===== src/rtl/alu_seq_pkg.sv =====
`default_nettype none
//------------------------------------------------------------------------------
// Module   : alu_seq_pkg
// Brief    : Shared op codes, state encoding and default width for the ALU
//            sequencer.
// Revision : 1.0
//------------------------------------------------------------------------------
package alu_seq_pkg;

   localparam int DEFAULT_WIDTH = 16;

   localparam logic [1:0] OP_ADD   = 2'b00;
   localparam logic [1:0] OP_SUB   = 2'b01;
   localparam logic [1:0] OP_XOR   = 2'b10;
   localparam logic [1:0] OP_LOADB = 2'b11;

   typedef enum logic [1:0] {
      S_IDLE   = 2'd0,
      S_LOAD_A = 2'd1,
      S_EXEC   = 2'd2,
      S_RESULT = 2'd3
   } state_t;

   // Source of the value written into the ALU A register.
   typedef enum logic [1:0] {
      ASEL_OPA  = 2'd0,
      ASEL_ACC  = 2'd1,
      ASEL_ZERO = 2'd2
   } asel_t;

endpackage
`default_nettype wire


===== src/rtl/alu_seq_decode.sv =====
`default_nettype none
//------------------------------------------------------------------------------
// Module   : alu_seq_decode
// Brief    : Maps the latched op/chain to the A-source select and ALU controls.
// Revision : 1.0
//------------------------------------------------------------------------------
module alu_seq_decode
   import alu_seq_pkg::*;
(
   input  logic [1:0] i_op,
   input  logic       i_chain,
   output asel_t      o_a_sel,
   output logic       o_addsub,
   output logic       o_xor_ctrl
);

   always_comb begin
      o_a_sel    = ASEL_OPA;
      o_addsub   = 1'b0;
      o_xor_ctrl = 1'b0;
      case (i_op)
         OP_SUB:  o_addsub   = 1'b1;
         OP_XOR:  o_xor_ctrl = 1'b1;
         default: ;
      endcase
      // LOADB clears A regardless of chain so the accumulate yields plain B.
      if (i_op == OP_LOADB) begin
         o_a_sel = ASEL_ZERO;
      end else if (i_chain) begin
         o_a_sel = ASEL_ACC;
      end
   end

endmodule
`default_nettype wire


===== src/rtl/alu_sequencer.sv =====
`default_nettype none
//------------------------------------------------------------------------------
// Module   : alu_sequencer
// Brief    : Valid/ready command sequencer driving the accumulator ALU through
//            LOAD_A, EXEC and RESULT phases. Optional ALU_SEQ_FLAGS_EN adds
//            res_zero/res_neg result flags.
// Revision : 1.0
//------------------------------------------------------------------------------
module alu_sequencer
   import alu_seq_pkg::*;
#(
   parameter int WIDTH = DEFAULT_WIDTH
) (
   input  logic             clk,
   input  logic             rst,
   input  logic             cmd_valid,
   output logic             cmd_ready,
   input  logic [1:0]       cmd_op,
   input  logic             cmd_chain,
   input  logic [WIDTH-1:0] cmd_opa,
   input  logic [WIDTH-1:0] cmd_opb,
   output logic [WIDTH-1:0] alu_a,
   output logic [WIDTH-1:0] alu_b,
   output logic             alu_a_enable,
   output logic             alu_addsub,
   output logic             alu_xor_ctrl,
   output logic             alu_acc_enable,
   input  logic [WIDTH-1:0] alu_out,
   output logic             res_valid,
   input  logic             res_ready,
   output logic [WIDTH-1:0] res_data,
   output logic             busy
`ifdef ALU_SEQ_FLAGS_EN
   ,
   output logic             res_zero,
   output logic             res_neg
`endif
);

   state_t           r_state;
   logic [1:0]       r_op;
   logic             r_chain;
   logic [WIDTH-1:0] r_opa;
   logic [WIDTH-1:0] r_opb;

   asel_t            w_a_sel;
   logic             w_addsub;
   logic             w_xor_ctrl;
   logic [WIDTH-1:0] w_a_src;

   always_ff @(posedge clk) begin
      if (rst) begin
         r_state <= S_IDLE;
         r_op    <= OP_ADD;
         r_chain <= 1'b0;
         r_opa   <= '0;
         r_opb   <= '0;
      end else begin
         case (r_state)
            S_IDLE: begin
               if (cmd_valid) begin
                  r_op    <= cmd_op;
                  r_chain <= cmd_chain;
                  r_opa   <= cmd_opa;
                  r_opb   <= cmd_opb;
                  r_state <= S_LOAD_A;
               end
            end
            S_LOAD_A: r_state <= S_EXEC;
            S_EXEC:   r_state <= S_RESULT;
            S_RESULT: begin
               if (res_ready) begin
                  r_state <= S_IDLE;
               end
            end
         endcase
      end
   end

   alu_seq_decode u_decode (
      .i_op       (r_op),
      .i_chain    (r_chain),
      .o_a_sel    (w_a_sel),
      .o_addsub   (w_addsub),
      .o_xor_ctrl (w_xor_ctrl)
   );

   // The accumulator only changes on the EXEC edge, so alu_out is stable here.
   always_comb begin
      case (w_a_sel)
         ASEL_ACC:  w_a_src = alu_out;
         ASEL_ZERO: w_a_src = '0;
         default:   w_a_src = r_opa;
      endcase
   end

   assign cmd_ready      = (r_state == S_IDLE);
   assign busy           = (r_state != S_IDLE);
   assign alu_a_enable   = (r_state == S_LOAD_A);
   assign alu_acc_enable = (r_state == S_EXEC);
   assign res_valid      = (r_state == S_RESULT);

   assign alu_a        = alu_a_enable   ? w_a_src : '0;
   assign alu_b        = alu_acc_enable ? r_opb   : '0;
   assign alu_addsub   = alu_acc_enable & w_addsub;
   assign alu_xor_ctrl = alu_acc_enable & w_xor_ctrl;
   assign res_data     = res_valid ? alu_out : '0;

`ifdef ALU_SEQ_FLAGS_EN
   assign res_zero = res_valid & (alu_out == '0);
   assign res_neg  = res_valid & alu_out[WIDTH-1];
`endif

endmodule
`default_nettype wire


===== config.mk =====
export PLATFORM = sky130hd
export DESIGN_NAME = alu_sequencer
export DESIGN_NICKNAME = d
export VERILOG_FILES = /design/src/rtl/alu_seq_pkg.sv /design/src/rtl/alu_seq_decode.sv /design/src/rtl/alu_sequencer.sv
export SDC_FILE = /design/constraint.sdc
export NUM_CORES = 1
export LEC_CHECK = 0
export BUFFER_PORTS_ARGS = -buffer_cell sky130_fd_sc_hd__buf_2
export CORE_MARGIN = 4
export CORE_UTILIZATION = 39
export DETAILED_ROUTE_END_ITERATION = 6
export PLACE_DENSITY_LB_ADDON = 0.08
export SYNTH_ARGS = -nofsm -noshare
export SYNTH_HDL_FRONTEND = slang
export SYNTH_SLANG_ARGS = --single-unit

===== constraint.sdc =====
create_clock -name clk -period 1.2 [get_ports clk]
set_input_delay 0.3 -clock clk [delete_from_list [all_inputs] [get_ports clk]]
set_output_delay 0.3 -clock clk [all_outputs]
set_load 0.02 [all_outputs]

# --- After elaboration in Yosys (flattened, before gate mapping) ---
# Index checks and enable logic that the tools add are counted.
word_totals:
  register_bits: 37
  in_bits: 55
  output_inout_bits: 55
  wordCells: 32
op_classes:
  n_eq_ne: 10
  n_mux: 11
  n_bitwise: 2
  n_reduce_logical: 4
op_table:
  columns: ["cell", "n"]
  rows:
  - ["16-bit 2-to-1 mux", 3]
  - ["16-bit one-hot mux with 2 select lines", 1]
  - ["2-bit == test, second input constant", 5]
  - ["2-bit one-hot mux with 4 select lines", 1]
  - ["2-bit by 1-bit == test with 1-bit output, second input constant", 3]
  - ["2-bit 2-to-1 mux", 3]
  - ["2-bit AND reduction", 2]
  - ["1-bit 2-to-1 mux", 3]
  - ["1-bit AND", 2]
  - ["2-bit zero test", 1]
  - ["2-bit by 1-bit != test with 1-bit output, second input constant", 1]
  - ["2-bit != test, second input constant", 1]
  - ["2-bit nonzero test", 1]

# --- Depth between registers and ports, before layout ---
# Gate-level depths: netlist of run 1.
depth:
  depth_word: 5
  ltp_mapped: 7
  ltp_nobuf: 5

# --- Modules after synthesis ---
# A second synthesis of run 1 with hierarchy kept.
unflattened:
  cells_unflattened: 283
  hier_area_um2: 2040.7
by_module_without_submodules:
  columns: ["module", "n_inst", "cells_each", "area_per_inst_um2", "seq_area_each_um2"]
  rows:
  - ["alu_sequencer", 1, 279, 2010.7, 740.7]
  - ["alu_seq_decode", 1, 4, 30.0, 0.0]

# --- Least setup slack after synthesis of run 1 ---
# OpenSTA, ideal clock, no wires.
synth_path:
  kind: "register to output"
  startpoint: "register r_state[0]"
  endpoint: "output port alu_xor_ctrl"
  t_arrival_ns: 1.352
  setup_slack_ns: -0.452
  path_stages_with_launch: 6
  path_buffers: 1
  path_cell_list: "dfxtp_1 inv_1 ha_1 clkbuf_1 nand2_1 nor2_1"
synth_between:
  elab_chain_cells: 2
synth_rtl:
  columns: ["element", "line_no", "rtl"]
  rows:
  - ["start: declaration", "alu_sequencer.sv:40", "state_t r_state;"]
  - ["start signal: assignment", "alu_sequencer.sv:53", "r_state <= S_IDLE;"]
  - ["start signal: assignment", "alu_sequencer.sv:66", "r_state <= S_LOAD_A;"]
  - ["start signal: assignment", "alu_sequencer.sv:69", "S_LOAD_A: r_state <= S_EXEC;"]
  - ["2-bit == test", "alu_sequencer.sv:100", "assign alu_acc_enable = (r_state == S_EXEC);"]
  - ["net alu_acc_enable", "alu_sequencer.sv:27", "output logic alu_acc_enable,"]
  - ["1-bit AND", "alu_sequencer.sv:106", "assign alu_xor_ctrl = alu_acc_enable & w_xor_ctrl;"]
  - ["end: declaration", "alu_sequencer.sv:26", "output logic alu_xor_ctrl,"]
# The timed path passes the listed nets, and every way through them passes these cells.

# --- Worst setup path after layout of run 1 ---
layout_path:
  startpoint: "register r_chain"
  endpoint: "output port alu_a[3]"
layout_between:
  elab_chain_cells: 5
  elab_cells_between_ends: 6
layout_rtl:
  columns: ["element", "line_no", "rtl"]
  rows:
  - ["start: declaration", "alu_sequencer.sv:42", "logic r_chain;"]
  - ["start signal: assignment", "alu_sequencer.sv:63", "r_chain <= cmd_chain;"]
  - ["1-bit 2-to-1 mux *", "alu_seq_decode.sv:29", "end else if (i_chain) begin"]
  - ["2-bit 2-to-1 mux *", "alu_seq_decode.sv:27", "if (i_op == OP_LOADB) begin"]
  - ["2-bit == test / 2-bit by 1-bit == test with 1-bit output (equally long branches)", "alu_sequencer.sv:90", "case (w_a_sel)"]
  - ["16-bit one-hot mux with 2 select lines *", "alu_sequencer.sv:90", null]
  - ["16-bit 2-to-1 mux *", "alu_sequencer.sv:103", "assign alu_a = alu_a_enable ? w_a_src : '0;"]
  - ["end: declaration", "alu_sequencer.sv:22", "output logic [WIDTH-1:0] alu_a,"]
# Every way passes the cells marked *; elsewhere a longest branch is shown, timed or not.

==> flow_metrics.env, run 1 <==
export IMPL_synthDominantCellAreaShare_pct=39.2
export IMPL_floorplan_rows=25
export IMPL_groute_layer_met1_usage_pct=22.5
export IMPL_chipHeight_um=77.6
export IMPL_clockRootBuffer="clkbuf_8"
export IMPL_first_global_vias=2095
export IMPL_clock_path_buffers=2
export IMPL_synth_distinct_cells=20
export IMPL_dr_total_vias=2053
export IMPL_clock_insertion_delay_worst_skew_ns=0.28
export IMPL_top_usage_layer="met2"
export IMPL_nets=430
export IMPL_yosys_area_top_type="dfxtp_1"
export IMPL_synth_ff_type="dfxtp_1"
export IMPL_cts_num_sinks=37
export IMPL_grt_max_degree=26
export IMPL_crit_required_ns=0.90
export IMPL_hold_class="in -> reg"
export IMPL_final_min_clock_period_ns=1.63
export IMPL_p_per_area_nw_per_um2=1590
export IMPL_postCtsHoldBufs=0
export IMPL_dieArea_sq_um=6030
export IMPL_clock_tree_from_tritoncts="yes"
export IMPL_portBuffers=109
export IMPL_critical_path_peak_fanout=8
export IMPL_result_of_the_run="finished, violations left"
export IMPL_asyncSetResetFlopFracSynth_pct=0
export IMPL_finalHoldWorstSlack_ns=0.247
export IMPL_clkTransAtPathRegs_ns=0.08
export IMPL_dieWidth_um=77.6
export IMPL_dp_slack_ns=-0.160
export IMPL_hp_start="cmd_opb[1]"
export IMPL_grt_pass1_wl_um=9760
export IMPL_yosys_warnings=0
export IMPL_violations="negative setup slack"
export IMPL_max_slew_margin_pct=82.8
export IMPL_cts_htree_levels=2
export IMPL_critical_path_reg2reg_startpoint="r_state[1]"
export IMPL_least_margin_pin_slew_ns=0.251
export IMPL_grt_overflow_total=0
export IMPL_min_delay_worst_endpoint="r_opb[1]"
export IMPL_worst_vdd_drop_mv=1.20
export IMPL_setup_repair_after_global_routing_missed_its_margin="yes"
export IMPL_layout_setup_ws_ns=-0.426
export IMPL_antenna_found_initial=0
export IMPL_yosys_cell_count_top_type="nand2_1"
export IMPL_worst_clock_skew_ns=0.00647
export IMPL_report_final_hold_viol_count=0
export IMPL_r2r_end="r_state[0]"
export IMPL_drc=0
export IMPL_ys_ff_latch=37
export IMPL_antenna_diode_count=0
export IMPL_detailedRoute_firstPassIterationCount=4
export IMPL_drv_slew=0
export IMPL_power_frac_seq_pct=27.3
export IMPL_initial_util_pct=40.0
export IMPL_report_final_setup_viol=92
export IMPL_layoutNonFillerInstCount=438
export IMPL_layout_core_utilization_pct=79.9
export IMPL_post_place_cells=416
export IMPL_core_area_sq_um=4720
export IMPL_area_growth_syn_to_layout_pct=99.7
export IMPL_setup_total_negative_slack_ns=-28.84
export IMPL_avgSynthCellArea_sq_um=7.72
export IMPL_cp_arrival_ns=1.33
export IMPL_layout_cell_area_non_filler_sq_um=3770
export IMPL_met3_usage_pct=4.76
export IMPL_i_o_pins=110
export IMPL_p_sw_mw=2.32
export IMPL_synth_cells_most_frequent="75 x nand2_1, 37 x dfxtp_1, 33 x and2_1"
export IMPL_max_cap_violations=0
export IMPL_synth_edff_count=0
export IMPL_switching_share_pct=38.8
export IMPL_power_share_combinational_pct=56.8
export IMPL_worst_reg2reg_setup_slack_ns=-0.23
export IMPL_wire_per_inst_um=13.9
export IMPL_layout_worst_path_cycle_share_pct=135
export IMPL_vias_per_cell=4.69
export IMPL_power_mw=5.99
export IMPL_start_kind="flop"
export IMPL_clockPowerShare_pct=15.9
export IMPL_groute_layer_met2_usage_pct=37.9
export IMPL_power_leakage_nw=1.59
export IMPL_end_kind="output pin"
export IMPL_placement_cell_area_sq_um=2900
export IMPL_synth_area_leaders="dfxtp_1 39%, nand2_1 15%, and2_1 11%"
export IMPL_timing_worst_setup_path_type="reg -> out"
export IMPL_globalplace_congestion=0.727
export IMPL_portion_of_the_post_synthesis_area_used_by_sequential_elements_pct=39.2
export IMPL_tritoncts_buffers=5
export IMPL_detailedPlacementHpwl_um=3750
export IMPL_wl_um=6110
export IMPL_drt_iter0_markers=71
export IMPL_grt_util_all_layers_pct=20.0
export IMPL_final_antenna_net_count=0
export IMPL_synthCells=245
export IMPL_worstRegToRegCells=6
export IMPL_cell_depth_of_the_worst_hold_path=3
export IMPL_mappedNetlistNets=304
export IMPL_p_int_mw=3.66
export IMPL_max_clock_freq_ghz=0.615
export IMPL_post_synth_instance_area_sq_um=1890
export IMPL_share_of_layout_cells_above_drive_strength_1_pct=76.0
[worst max path at each step]
stage	from	end	slack (ns)
3_5_place_dp	r_chain	alu_a[5]	-0.16
2_1_floorplan	r_state[0]	alu_xor_ctrl	-0.10
3_3_place_gp	r_chain	alu_a[5]	-0.14
4_1_cts	r_state[0]	alu_b[8]	-0.44
5_1_grt	r_state[0]	alu_a[15]	-0.48
6_report	r_chain	alu_a[3]	-0.43
[critical path, cell delays in order (launching register included)]
cell and delay [ns]:
dfxtp_4 0.40, buf_16 0.16, mux2i_1 0.29, nor2_4 0.06
buf_6 0.13
[layout make-up]
type | instances | area, sq um
Clock buffer | 6 | 93.8
Clock inverter | 1 | 5.00
Fill cell | 311 | 948
Inverter | 5 | 23.8
Multi-Input combinational cell | 188 | 1610
Sequential cell | 37 | 752
Tap cell | 67 | 83.8
Timing Repair Buffer | 134 | 1210
[per-layer routing]
metal  share of wire, %  up-vias  wire length (um)
met4               0.77        0                47
met2                 53       76              3270
met1                 40      940              2430
li1                   -     1033                 -
met3                6.0        4               364
met5                  0        -                 0
[what timing repair did]
action	CTS	global route
resized for setup	143	47
gates cloned	5	0
buffers inserted	11	6
setup endpoints to repair	87	92
hold endpoints to repair	0	0
pin swaps	24	17
[sequential cells by signal (all words and copies together), names as in the netlist]
| name | cells |
|---|---|
| r_chain | 1 |
| r_opb | 16 |
| r_state | 2 |
| r_op | 2 |
| r_opa | 16 |
[kinds of logic (layout without fill, tap and decap cells)]
kind of cell	count (synthesis)	in the layout	synth area share, %
adder cells (fa/ha/maj)	4	4	2.65
flip-flops	37	37	39.2
multiplexers	17	17	9.00
AND/OR/NAND/NOR	129	130	30.6
buffers and inverters	21	146	7.08
AO/OA/AOI/OAI	37	37	11.4
[power groups by stage]
stage	clock [mW]	combinational, mW	sequential (mW)
floorplan	0	1.81	1.61
global placement	0	2.29	1.64
detailed placement	0	2.33	1.64
CTS	0.970	3.34	1.62
global route	1.03	3.62	1.66
finish	0.950	3.40	1.63
[placed cells by master, fill, tap and decap left out, types with 5 or more instances in the layout]
| cell type | n |
|---|---|
| a21oi_1 | 6 |
| a21oi_2 | 30 |
| and2_1 | 6 |
| and2_4 | 27 |
| buf_12 | 10 |
| buf_2 | 55 |
| buf_4 | 16 |
| buf_6 | 52 |
| clkbuf_8 | 5 |
| dfxtp_1 | 34 |
| mux2i_2 | 12 |
| nand2_1 | 37 |
| nand2_2 | 30 |
| nand2_4 | 8 |
| nor2_4 | 17 |
(Power assumes the default switching activity.)
==> run 2: changes to the inputs <==
--- a/config.mk
+++ b/config.mk
@@ -7,9 +7,10 @@
 export LEC_CHECK = 0
 export BUFFER_PORTS_ARGS = -buffer_cell sky130_fd_sc_hd__buf_2
 export CORE_MARGIN = 4
-export CORE_UTILIZATION = 39
+export CORE_UTILIZATION = 40
 export DETAILED_ROUTE_END_ITERATION = 6
 export PLACE_DENSITY_LB_ADDON = 0.08
 export SYNTH_ARGS = -nofsm -noshare
 export SYNTH_HDL_FRONTEND = slang
+export SYNTH_HIERARCHICAL = 1
 export SYNTH_SLANG_ARGS = --single-unit
==> run 2 against run 1 <==
- the flow still finishes with violations (negative setup slack)
- global-route usage is 2.3 points higher
- clock power grew 16%
- utilization is 3.5 points higher
- first-iteration DRC count decreased by 17%
- sequential cell count did not move
- area after synthesis up 7.9%
- combinational power up 2%
- total power increased by 3.8%
- worst hold slack improved by 0.0036 ns
- fmax shrank 19%
- synthesized cell count grew 16%
==> flow_metrics.env, run 2 <==
export IMPL_yosys_cell_count_top_type="nand2_1"
export IMPL_timing_worst_setup_path_type="reg -> out"
export IMPL_vias_per_cell=4.95
export IMPL_grt_util_all_layers_pct=22.3
export IMPL_synth_cells_most_frequent="95 x nand2_1, 51 x and2_1, 37 x dfxtp_1"
export IMPL_cts_htree_levels=2
export IMPL_report_final_setup_viol=92
export IMPL_detailedPlacementHpwl_um=4040
export IMPL_clockRootBuffer="clkbuf_8"
export IMPL_fillerInstances=310
export IMPL_critical_path_peak_fanout=7
export IMPL_synth_area_leaders="dfxtp_1 36%, nand2_1 17%, and2_1 16%"
export IMPL_max_slew_margin_pct=78.6
export IMPL_final_common_cell="buf_6"
export IMPL_drt_iter0_markers=59
export IMPL_power_leakage_nw=1.84
export IMPL_cp_cell_sequence="and2_4, inv_2, ha_4, clkbuf_16, nand2_1, o21ai_1, and2_4, buf_6"
export IMPL_crit_top_cell="and2_4"
export IMPL_layout_setup_ws_ns=-0.804
export IMPL_yosys_warnings=6
export IMPL_share_of_layout_cells_above_drive_strength_1_pct=71.8
export IMPL_synth_distinct_cells=21
export IMPL_post_synth_instance_area_sq_um=2040
export IMPL_first_global_vias=2246
export IMPL_layout_worst_path_cycle_share_pct=167
export IMPL_end_kind="output pin"
export IMPL_groute_layer_met2_usage_pct=37.7
export IMPL_setup_total_negative_slack_ns=-37.04
export IMPL_layout_cell_area_non_filler_sq_um=4020
export IMPL_final_min_clock_period_ns=2.00
export IMPL_core_area_sq_um=4820
export IMPL_report_final_hold_viol_count=0
export IMPL_largest_registers="r_opa: 16 flops, r_opb: 16 flops"
export IMPL_asyncSetResetFlopFracSynth_pct=0
export IMPL_clock_insertion_delay_worst_skew_ns=0.29
export IMPL_setup_repair_after_global_routing_missed_its_margin="yes"
export IMPL_max_cap_violations=0
export IMPL_result_of_the_run="finished, violations left"
export IMPL_dr_total_vias=2371
export IMPL_top_usage_layer="met2"
export IMPL_layoutNonFillerInstCount=479
export IMPL_globalplace_congestion=0.815
export IMPL_ys_ff_latch=37
export IMPL_initial_util_pct=42.4
export IMPL_drv_slew=0
export IMPL_power_mw=6.21
export IMPL_drc=0
export IMPL_detailedRoute_firstPassIterationCount=4
export IMPL_chipHeight_um=79.4
export IMPL_placement_cell_area_sq_um=2840
export IMPL_dp_slack_ns=-0.531
export IMPL_area_growth_syn_to_layout_pct=96.9
export IMPL_floorplan_rows=25
export IMPL_p_per_area_nw_per_um2=1550
export IMPL_wire_per_inst_um=15.5
export IMPL_portion_of_the_post_synthesis_area_used_by_sequential_elements_pct=36.3
export IMPL_dieWidth_um=79.4
export IMPL_wl_um=7400
export IMPL_dieArea_sq_um=6310
export IMPL_slowest_delay_ns=0.37
export IMPL_synthCells=283
export IMPL_grt_overflow_total=0
export IMPL_synth_edff_count=0
export IMPL_layout_common_cells="67 x buf_6, 61 x nand2_1, 54 x buf_2"
export IMPL_post_place_cells=451
export IMPL_critical_path_buf_inv_count=3
export IMPL_portBuffers=109
export IMPL_final_antenna_net_count=0
export IMPL_clock_tree_from_tritoncts="yes"
export IMPL_worst_vdd_drop_mv=0.929
export IMPL_tritoncts_buffers=5
export IMPL_groute_layer_met1_usage_pct=27.9
export IMPL_yosys_area_top_type="dfxtp_1"
export IMPL_crit_required_ns=0.90
export IMPL_start_kind="flop"
export IMPL_worst_path_max_delay_cell="dfxtp_4"
export IMPL_grt_pass1_wl_um=11100
export IMPL_cts_num_sinks=37
export IMPL_synth_ff_type="dfxtp_1"
export IMPL_hold_class="in -> reg"
export IMPL_clkTransAtPathRegs_ns=0.07
export IMPL_path_delay_family="flip-flops"
export IMPL_nets=471
export IMPL_antenna_found_initial=0
export IMPL_cp_arrival_ns=1.70
export IMPL_max_clock_freq_ghz=0.499
export IMPL_clock_path_buffers=2
export IMPL_mappedNetlistNets=343
export IMPL_least_margin_pin_slew_ns=0.321
export IMPL_met3_usage_pct=5.64
export IMPL_grt_max_degree=29
export IMPL_avgSynthCellArea_sq_um=7.21
export IMPL_finalHoldWorstSlack_ns=0.250
export IMPL_synthDominantCellAreaShare_pct=36.3
export IMPL_layout_core_utilization_pct=83.4
export IMPL_violations="negative setup slack"
export IMPL_i_o_pins=110
export IMPL_antenna_diode_count=0
export IMPL_worst_clock_skew_ns=0.00654
==> run 2: changes by cell type in the layout (fill, tap and decap cells not counted), sizes merged, moves of 2 or more <==
cell	delta
and2	+19
buf	+5
nor2	-17
mux2i	-16
nand2	+28
clkbuf	+2
o21ai	+16
==> run 2: final cells by class <==
| class | count | area (sq um) | area share [%] |
|---|---|---|---|
| multi-input combinational | 221 | 1670 | 41.6 |
| timing repair buffer | 140 | 1370 | 34.0 |
| sequential | 37 | 756 | 18.8 |
| clock buffer | 7 | 86.3 | 2.15 |
| tap | 67 | 83.8 | 2.09 |
| clock inverter | 1 | 30.0 | 0.747 |
| inverter | 6 | 27.5 | 0.685 |
==> run 2: cells by family (layout without fill, tap and decap cells) <==
| family | count (synthesis) | in the layout | share of synthesized area, % |
|---|---|---|---|
| and+or+nand+nor | 161 | 161 | 37.9 |
| muxes | 1 | 1 | 0.491 |
| AOI/OAI and AO/OA | 54 | 54 | 15.5 |
| buffers and inverters | 25 | 154 | 6.80 |
| DFF | 37 | 37 | 36.3 |
| adders and majority gates | 5 | 5 | 3.07 |
==> run 2: path summary, 6_finish.rpt <==
| kind | endpoint | depth (start not counted) | startpoint | slack, ns |
|---|---|---|---|---|
| hold reg to reg | r_opb[3] | 2 | r_opb[3] | 0.46 |
| setup reg to reg | r_state[0] | 7 | r_state[1] | -0.34 |
| hold / removal | r_chain | 3 | cmd_chain | 0.25 |
| setup / recovery | alu_a[15] | 8 | r_op[1] | -0.80 |
==> run 2: what timing repair did <==
item,4_1_cts,5_1_grt
gates cloned,6,1
hold buffers,0,0
pin swaps,28,34
setup buffers,14,1
endpoints found under the setup margin,92,92
resized for setup,191,63
==> run 2: worst register-to-register path, stage by stage (launching register included) <==
cell     delay (ns)
dfxtp_4        0.40
inv_4          0.04
buf_6          0.11
ha_4           0.17
buf_6          0.12
buf_12         0.11
or3_1          0.36
o211a_1        0.12
==> run 2: metal layers <==
metal / vias to the layer above / routed length (um)
met3: 6 / 569
met2: 101 / 3710
li1: 1152 / -
met1: 1112 / 3070
met4: 0 / 53
met5: - / 0
==> run 2: power breakdown <==
part	leakage, nW	switching [mW]	internal, mW
clock network	0.0585	0.428	0.677
registers	0.306	0.179	1.46
logic	1.47	1.67	1.79
==> run 3: changes to the inputs <==
--- a/config.mk
+++ b/config.mk
@@ -5,11 +5,14 @@
 export SDC_FILE = /design/constraint.sdc
 export NUM_CORES = 1
 export LEC_CHECK = 0
+export ABC_AREA = 1
 export BUFFER_PORTS_ARGS = -buffer_cell sky130_fd_sc_hd__buf_2
 export CORE_MARGIN = 4
 export CORE_UTILIZATION = 40
+export CTS_CLUSTER_SIZE = 16
 export DETAILED_ROUTE_END_ITERATION = 6
 export PLACE_DENSITY_LB_ADDON = 0.08
+export SLEW_MARGIN = 25
 export SYNTH_ARGS = -nofsm -noshare
 export SYNTH_HDL_FRONTEND = slang
 export SYNTH_HIERARCHICAL = 1
==> run 3 against run 2 <==
- the flow still finishes with violations (negative setup slack)
- critical path depth unchanged
- largest power group unchanged
- via count grew 3.8%
- largest cell class unchanged
- global-route usage is 1.2 points higher
==> flow_metrics.env, run 3 <==
export IMPL_layout_common_cells="58 x nor2_1, 57 x buf_6, 54 x buf_2"
export IMPL_max_clock_freq_ghz=0.486
export IMPL_hold_class="in -> reg"
export IMPL_avgSynthCellArea_sq_um=6.40
export IMPL_grt_pass1_wl_um=11600
export IMPL_violations="negative setup slack"
export IMPL_cts_htree_levels=2
export IMPL_p_sw_mw=3.37
export IMPL_grt_max_degree=38
export IMPL_dieArea_sq_um=6190
export IMPL_wire_per_inst_um=15.2
export IMPL_dieWidth_um=78.7
export IMPL_post_synth_instance_area_sq_um=2000
export IMPL_synth_distinct_cells=17
export IMPL_yosys_cell_count_top_type="nand2_1"
export IMPL_critical_path_peak_fanout=7
export IMPL_layout_cell_area_non_filler_sq_um=4150
export IMPL_drv_slew=0
export IMPL_synthDominantCellAreaShare_pct=37.1
export IMPL_setup_repair_after_global_routing_missed_its_margin="yes"
export IMPL_fillerInstances=272
export IMPL_cp_arrival_ns=1.76
export IMPL_drc=0
export IMPL_largest_registers="r_opa: 16 flops, r_opb: 16 flops"
export IMPL_least_margin_pin_slew_ns=0.264
export IMPL_clockRootBuffer="clkbuf_8"
export IMPL_floorplan_rows=25
export IMPL_mappedNetlistNets=372
export IMPL_worst_setup_path_startpoint="r_op[1]"
export IMPL_clock_insertion_delay_worst_skew_ns=0.29
export IMPL_final_min_clock_period_ns=2.06
export IMPL_hp_start="cmd_opa[9]"
export IMPL_timing_worst_setup_path_type="reg -> out"
export IMPL_power_share_combinational_pct=62.0
export IMPL_report_final_hold_viol_count=0
export IMPL_final_common_cell="nor2_1"
export IMPL_tritoncts_buffers=5
export IMPL_max_slew_margin_pct=82.4
export IMPL_grt_overflow_total=0
export IMPL_crit_required_ns=0.90
export IMPL_detailedPlacementHpwl_um=4060
export IMPL_yosys_area_top_type="dfxtp_1"
export IMPL_worst_clock_skew_ns=0.00464
export IMPL_wl_um=7680
export IMPL_first_global_vias=2556
export IMPL_placement_cell_area_sq_um=2900
export IMPL_antenna_found_initial=0
export IMPL_i_o_pins=110
export IMPL_start_kind="flop"
export IMPL_synth_ff_type="dfxtp_1"
export IMPL_clkTransAtPathRegs_ns=0.08
export IMPL_core_area_sq_um=4790
export IMPL_p_per_area_nw_per_um2=1840
export IMPL_result_of_the_run="finished, violations left"
export IMPL_detailedRoute_firstPassIterationCount=4
export IMPL_antenna_diode_count=0
export IMPL_critical_path_reg2reg_startpoint="r_state[1]"
export IMPL_end_kind="output pin"
export IMPL_power_frac_seq_pct=25.2
export IMPL_synth_edff_count=0
export IMPL_synth_cells_most_frequent="72 x nand2_1, 65 x nor2_1, 48 x inv_1"
export IMPL_clockPowerShare_pct=12.8
export IMPL_report_final_setup_viol=92
export IMPL_chipHeight_um=78.7
export IMPL_yosys_warnings=6
export IMPL_area_growth_syn_to_layout_pct=108
export IMPL_drt_iter0_markers=126
export IMPL_power_leakage_nw=2.23
export IMPL_vias_per_cell=4.87
export IMPL_clock_tree_from_tritoncts="yes"
export IMPL_ys_ff_latch=37
export IMPL_synth_area_leaders="dfxtp_1 37%, nand2_1 14%, nor2_1 12%"
export IMPL_nets=498
export IMPL_switching_share_pct=44.0
export IMPL_worst_vdd_drop_mv=1.89
export IMPL_max_cap_violations=0
export IMPL_portBuffers=109
export IMPL_p_int_mw=4.29
export IMPL_clock_path_buffers=2
export IMPL_share_of_layout_cells_above_drive_strength_1_pct=72.4
export IMPL_power_mw=7.65
export IMPL_grt_util_all_layers_pct=23.4
export IMPL_final_antenna_net_count=0
export IMPL_dp_slack_ns=-0.638
export IMPL_dr_total_vias=2462
export IMPL_layout_worst_path_cycle_share_pct=172
export IMPL_initial_util_pct=41.7
export IMPL_finalHoldWorstSlack_ns=0.244
export IMPL_layout_setup_ws_ns=-0.858
export IMPL_asyncSetResetFlopFracSynth_pct=0
export IMPL_cts_num_sinks=37
export IMPL_globalplace_congestion=0.759
export IMPL_synthCells=312
export IMPL_portion_of_the_post_synthesis_area_used_by_sequential_elements_pct=37.1
## run 3: stage by stage
step | cells | utilization, % | TNS, ns
after floorplan | 312 | - | -10.63
after global placement | 482 | 60.5 | -19.22
after detailed placement | 482 | 60.5 | -20.72
after CTS | 507 | 82.0 | -33.59
after global routing | 506 | 86.8 | -40.38
final | 506 | 86.8 | -35.79
## run 3: cell families (layout without fill, tap and decap cells)
| group | after synthesis | count (layout) | synth area share [%] |
|---|---|---|---|
| simple gates | 150 | 150 | 30.7 |
| buf+inv | 66 | 193 | 15.5 |
| compound gates | 54 | 54 | 13.5 |
| flops | 37 | 37 | 37.1 |
| fa+ha+maj | 5 | 5 | 3.13 |
## run 3: cell type report
| type | instances | area (sq um) | area share, % |
|---|---|---|---|
| multi-input cells | 209 | 1650 | 39.6 |
| repair buffers | 136 | 1360 | 32.8 |
| flip-flops and latches | 37 | 757 | 18.2 |
| inverters | 49 | 205 | 4.94 |
| clock buffers | 7 | 96.3 | 2.32 |
| well taps | 67 | 83.8 | 2.02 |
| clock inverters | 1 | 5.00 | 0.121 |
## run 3: power groups by stage
| stage | sequential (mW) | combinational [mW] | clock, mW |
|---|---|---|---|
| 3_5_place_dp | 1.82 | 2.94 | 0 |
| 5_1_grt | 1.97 | 5.05 | 1.06 |
| 4_1_cts | 1.87 | 4.47 | 0.976 |
| 3_3_place_gp | 1.81 | 2.89 | 0 |
| 2_1_floorplan | 1.81 | 2.20 | 0 |
| 6_report | 1.93 | 4.75 | 0.980 |
## run 3: critical path: stages (launching register included)
cell and delay (ns):
dfxtp_4 0.36, a21oi_4 0.17, ha_4 0.24, nor2_8 0.11
buf_12 0.12, buf_12 0.12, nand2_1 0.06, a21oi_2 0.14
buf_6 0.14
## run 3: worst paths after layout
kind	endpoint	slack, ns	cells past startpoint
setup / recovery	alu_a[15]	-0.86	8
hold / removal	r_opa[9]	0.24	3
setup reg to reg	r_chain	-0.22	8
hold reg to reg	r_opa[7]	0.49	2
## run 3: metal layers
layer	global-route usage [%]	share of wire (%)	up-vias
met5	0	0	-
met1	24.8	37	1166
li1	-	-	1191
met3	5.16	5.7	14
met2	44.7	55	91
met4	8.57	2.1	0
## run 3: repair_timing
action | 4_1_cts | 5_1_grt
pin swaps | 17 | 23
endpoints found under the setup margin | 92 | 92
resized for setup | 228 | 80
cloned | 6 | 1
hold buffers | 0 | 0
setup buffers | 11 | 4
